===== config.mk =====
export PLATFORM = sky130hd
export DESIGN_NAME = fp_unit_arbiter
export DESIGN_NICKNAME = d
export VERILOG_FILES = /design/src/rtl/fp_unit_arbiter.sv
export SDC_FILE = /design/constraint.sdc
export NUM_CORES = 1
export LEC_CHECK = 0
export CORE_AREA = 3 3 160 162
export CTS_BUF_LIST = sky130_fd_sc_hd__clkbuf_4 sky130_fd_sc_hd__clkbuf_8
export CTS_CLUSTER_DIAMETER = 40
export DETAILED_ROUTE_END_ITERATION = 10
export DIE_AREA = 0 0 163 165
export GPL_TIMING_DRIVEN = 1
export HOLD_SLACK_MARGIN = 0.06
export PLACE_DENSITY = 0.65
export SETUP_SLACK_MARGIN = 0.02
export SYNTH_ARGS = -nofsm -noshare
export SYNTH_HDL_FRONTEND = slang
export SYNTH_SLANG_ARGS = --single-unit

===== constraint.sdc =====
create_clock -name clk -period 5 [get_ports clk]
set_input_delay 1.5 -clock clk [delete_from_list [all_inputs] [get_ports clk]]
set_output_delay 1.5 -clock clk [all_outputs]
set_load 0.1 [all_outputs]

===== src/rtl/fp_unit_arbiter.sv =====
// Round-robin arbiter sharing one fixed-latency FP add/sub/mul unit between NUM_REQ requesters.
// Accept-to-response latency LAT+2; requesters cannot stall responses, a grant is withheld only by issue_en.
module fp_unit_arbiter #(
  parameter int NUM_REQ = 4,
  parameter int LAT     = 7
) (
  input  logic                    clk,
  input  logic                    reset,
  input  logic                    issue_en,
  input  logic [NUM_REQ-1:0]      req_valid,
  input  logic [2*NUM_REQ-1:0]    req_op,
  input  logic [32*NUM_REQ-1:0]   req_a,
  input  logic [32*NUM_REQ-1:0]   req_b,
  output logic [NUM_REQ-1:0]      req_ready,
  output logic                    fpu_issue,
  output logic [1:0]              fpu_op,
  output logic [31:0]             fpu_a,
  output logic [31:0]             fpu_b,
  input  logic [31:0]             fpu_q,
  output logic [NUM_REQ-1:0]      rsp_valid,
  output logic [31:0]             rsp_data,
  output logic [4:0]              inflight,
  output logic                    idle,
  output logic                    illegal_op
);

  localparam int PW = $clog2(NUM_REQ);
  localparam logic [1:0] OP_ILLEGAL = 2'b11;

  logic [PW-1:0]      ptr_q;
  logic               gnt_vld;
  logic [PW-1:0]      gnt_id;
  logic [1:0]         gnt_op;
  logic [31:0]        gnt_a;
  logic [31:0]        gnt_b;
  logic               gnt_legal;

  logic               fpu_issue_q;
  logic [1:0]         fpu_op_q;
  logic [31:0]        fpu_a_q;
  logic [31:0]        fpu_b_q;

  // Stage 0 is aligned with fpu_issue; stage LAT is aligned with fpu_q.
  logic [LAT:0]       tag_vld_q;
  logic [PW-1:0]      tag_id_q [0:LAT];

  logic [NUM_REQ-1:0] rsp_valid_q;
  logic [31:0]        rsp_data_q;
  logic [4:0]         inflight_q;
  logic [4:0]         inflight_d;
  logic               illegal_q;

  always_comb begin
    logic [PW-1:0] idx;
    gnt_vld = 1'b0;
    gnt_id  = '0;
    idx     = '0;
    for (int k = 0; k < NUM_REQ; k++) begin
      idx = PW'((int'(ptr_q) + k) % NUM_REQ);
      if (issue_en && !gnt_vld && req_valid[idx]) begin
        gnt_vld = 1'b1;
        gnt_id  = idx;
      end
    end
  end

  assign req_ready = gnt_vld ? (NUM_REQ'(1) << gnt_id) : '0;
  assign gnt_op    = req_op[int'(gnt_id)*2 +: 2];
  assign gnt_a     = req_a[int'(gnt_id)*32 +: 32];
  assign gnt_b     = req_b[int'(gnt_id)*32 +: 32];
  assign gnt_legal = gnt_vld && (gnt_op != OP_ILLEGAL);

  assign inflight_d = inflight_q + 5'(gnt_legal) - 5'(|rsp_valid_q);

  always_ff @(posedge clk or posedge reset) begin
    if (reset) begin
      ptr_q       <= '0;
      fpu_issue_q <= 1'b0;
      fpu_op_q    <= 2'b00;
      fpu_a_q     <= '0;
      fpu_b_q     <= '0;
      tag_vld_q   <= '0;
      for (int s = 0; s <= LAT; s++) tag_id_q[s] <= '0;
      rsp_valid_q <= '0;
      rsp_data_q  <= '0;
      inflight_q  <= '0;
      illegal_q   <= 1'b0;
    end else begin
      if (gnt_vld) begin
        ptr_q <= (gnt_id == PW'(NUM_REQ - 1)) ? '0 : gnt_id + 1'b1;
      end
      fpu_issue_q <= gnt_legal;
      if (gnt_legal) begin
        fpu_op_q <= gnt_op;
        fpu_a_q  <= gnt_a;
        fpu_b_q  <= gnt_b;
      end
      tag_vld_q[0] <= gnt_legal;
      tag_id_q[0]  <= gnt_id;
      for (int s = 1; s <= LAT; s++) begin
        tag_vld_q[s] <= tag_vld_q[s-1];
        tag_id_q[s]  <= tag_id_q[s-1];
      end
      rsp_valid_q <= tag_vld_q[LAT] ? (NUM_REQ'(1) << tag_id_q[LAT]) : '0;
      if (tag_vld_q[LAT]) rsp_data_q <= fpu_q;
      inflight_q <= inflight_d;
      if (gnt_vld && (gnt_op == OP_ILLEGAL)) illegal_q <= 1'b1;
    end
  end

  assign fpu_issue  = fpu_issue_q;
  assign fpu_op     = fpu_op_q;
  assign fpu_a      = fpu_a_q;
  assign fpu_b      = fpu_b_q;
  assign rsp_valid  = rsp_valid_q;
  assign rsp_data   = rsp_data_q;
  assign inflight   = inflight_q;
  assign idle       = (inflight_q == 5'd0);
  assign illegal_op = illegal_q;

endmodule


==> metrics.txt <==
Die Ht 165 µm; Tot GR Track Use 0.156; post-layout minimum cycle time 4870 ps; vias 5362; fin util 0.487; Core Region 0.0242 mm²; Primary FF master, synth dfrtp_1; final wirelength 21.5 mm; RSZ-0062 raised after global routing no; routed vias/inst 4.52; CP Data Arrival Time 3370 ps; dpl ws -331 ps; gpl congestion 0.787; Cell Count, Final, Fillers Out 1185; antenna cells 0; asr flop ratio synth 1.00; register area share after synthesis 0.499; Die Wd 163 µm; vias in the first global route 5699; endpoints failing hold 0; Critical Path Fanout Max 5; Worst Setup Path Type in -> out; Clk Latency, worst-skew pair 430 ps; post-route ant nets 0; proportion of layout cells with a drive suffix above 1 0.240; DRT Pass-1 Iters 6; Port Buf Inserts 416; final net count 1162; worst relative slew slack 0.300; Post-Syn Nets 728; cell count after placement 1143; initial core utilization 0.277; mapped cell area 0.00672 mm²; Seq cells post-synth 134; initial antenna violation count 0; Max Slew Vio Count 0; most frequent cells in the layout clkdlybuf4s50_1 (407), dfrtp_1 (134), mux4_2 (66), mux2_2 (56), mux2_1 (40); Clock Tree Buf Depth 2; FF-to-FF Start ptr_q[0]; FP Rows 57; post-synthesis cell count 414; data required time of the worst path 3500 ps; setup violators final 0; Setup crit start kind input port; worst-case clock skew 13.2 ps; Remaining DRCs 0; Netlist cell types 44; setup ws final 130 ps; clk sinks 134; Iter 0 DRT Violations 186; area grow syn2layout 76.0%; CP Capture Type output port; number of cells on the worst hold path 0; status finished, final reports clean; Hold Path Class reg -> reg; H-tree depth 4; DP Wirelength 17.0 mm; Slew @ Worst Pin 1050 ps; most common cell after layout, fill and taps aside clkdlybuf4s50_1; num ports 417; R2R depth 21; min-delay src tag_id_q[2]; Die Area 0.0269 mm²; drt wl/cell 18.2 µm; Period Utilization, post-route 0.974; reg-to-reg critical path endpoint inflight[4]; Worst Hold Endpoint tag_id_q[0]; warnings from Yosys 0; FMAX 0.205 GHz; CTS tree done; CTS Buf Count 17; largest net degree at the start of global routing 135; Root Driver clkbuf_8; Reg2Reg Setup Slack 710 ps; syn_area_per_cell 16.2 µm²; Max-cap violations 0; first-pass GRT wire length 32.1 mm; gr ovfl total 0; Post-synth EDFFs 0; Reg clk slew, reported paths 80 ps
-- registers in the layout, indices dropped and copies added, names as in the netlist --
signal,cells
fpu_a,32
fpu_b,32
rsp_data,32
tag_id_q,16
tag_vld_q,8
inflight,5
rsp_valid,4
fpu_op,2
ptr_q,2
illegal_op,1
-- Yosys cell counts, types with 2 or more instances --
library cell / number / share of area
mux2_1: 40 / 0.067
clkbuf_1: 12 / 0.0067
a31o_2: 3 / 0.0039
inv_1: 15 / 0.0084
buf_1: 3 / 0.0017
o22a_1: 2 / 0.0026
ha_1: 10 / 0.019
o21ai_0: 2 / 0.0015
and3_1: 2 / 0.0019
a21oi_1: 6 / 0.0045
or3_1: 3 / 0.0028
nand2_1: 6 / 0.0034
dfrtp_1: 134 / 0.50
xnor2_1: 3 / 0.0039
nor2_1: 8 / 0.0045
nor2b_1: 2 / 0.0019
nand2b_1: 2 / 0.0019
buf_8: 4 / 0.0089
mux2_2: 56 / 0.094
and2_1: 4 / 0.0037
buf_2: 8 / 0.0060
o32a_1: 2 / 0.0030
mux4_2: 66 / 0.22
-- cell type report --
type	count	area [µm²]
clock inverter	12	119
timing repair buffer	444	4420
tap	324	405
inverter	15	60.1
clock buffer	20	263
fill	2173	12400
sequential	134	3350
multi-input combinational	236	3200
-- cells by family after synthesis --
logic type / count (synthesis) / share of synthesized area
AO/OA/AOI/OAI: 24 / 0.0274
XOR/XNOR: 4 / 0.00522
adder cells (fa/ha/maj): 11 / 0.0216
buffers and inverters: 44 / 0.0345
flip-flops: 134 / 0.499
multiplexers: 162 / 0.382
AND/OR/NAND/NOR: 35 / 0.0296
-- stage by stage --
step	hold slack [ps]	cell area, µm²	setup TNS [ps]
6_report	349	11800	0
5_1_grt	361	11800	0
4_1_cts	350	11800	0
3_5_place_dp	335	11300	-10240
3_3_place_gp	333	11300	-6830
2_1_floorplan	331	6760	0
-- worst max-delay path by stage --
stage	depth (start not counted)	slack, ps	start	to
detailed placement	19	-330	req_valid[2]	inflight[4]
global placement	19	-240	req_valid[2]	inflight[4]
finish	10	130	req_valid[3]	req_ready[1]
floorplan	20	30	req_valid[3]	inflight[4]
global route	10	60	req_valid[3]	req_ready[1]
CTS	11	30	req_valid[2]	req_ready[3]
-- worst max-delay path: stages --
cell and delay [ps]:
buf_2 130, or3_4 390, o32a_1 350, o221a_1 250
nor2b_4 130, buf_6 120, inv_2 40, ha_1 160
and2_4 140, buf_12 160
-- per-layer routing --
| layer | GRT usage | share of wire | wire [µm] |
|---|---|---|---|
| met5 | 0 | 0 | 0 |
| met2 | 0.267 | 0.50 | 10900 |
| met4 | 0.0438 | 0.016 | 348 |
| met3 | 0.0544 | 0.093 | 2000 |
| met1 | 0.187 | 0.39 | 8320 |
-- timing repair --
item	4_1_cts	5_1_grt
cloned	0	0
hold endpoints to repair	0	0
endpoints found under the setup margin	4	3
hold buffers	0	0
pin swaps	6	5
gates resized for setup	14	5
buffers inserted	6	4
Power is not shown: default switching activity piles up to over one toggle a cycle in this logic, so the estimate is an artifact.
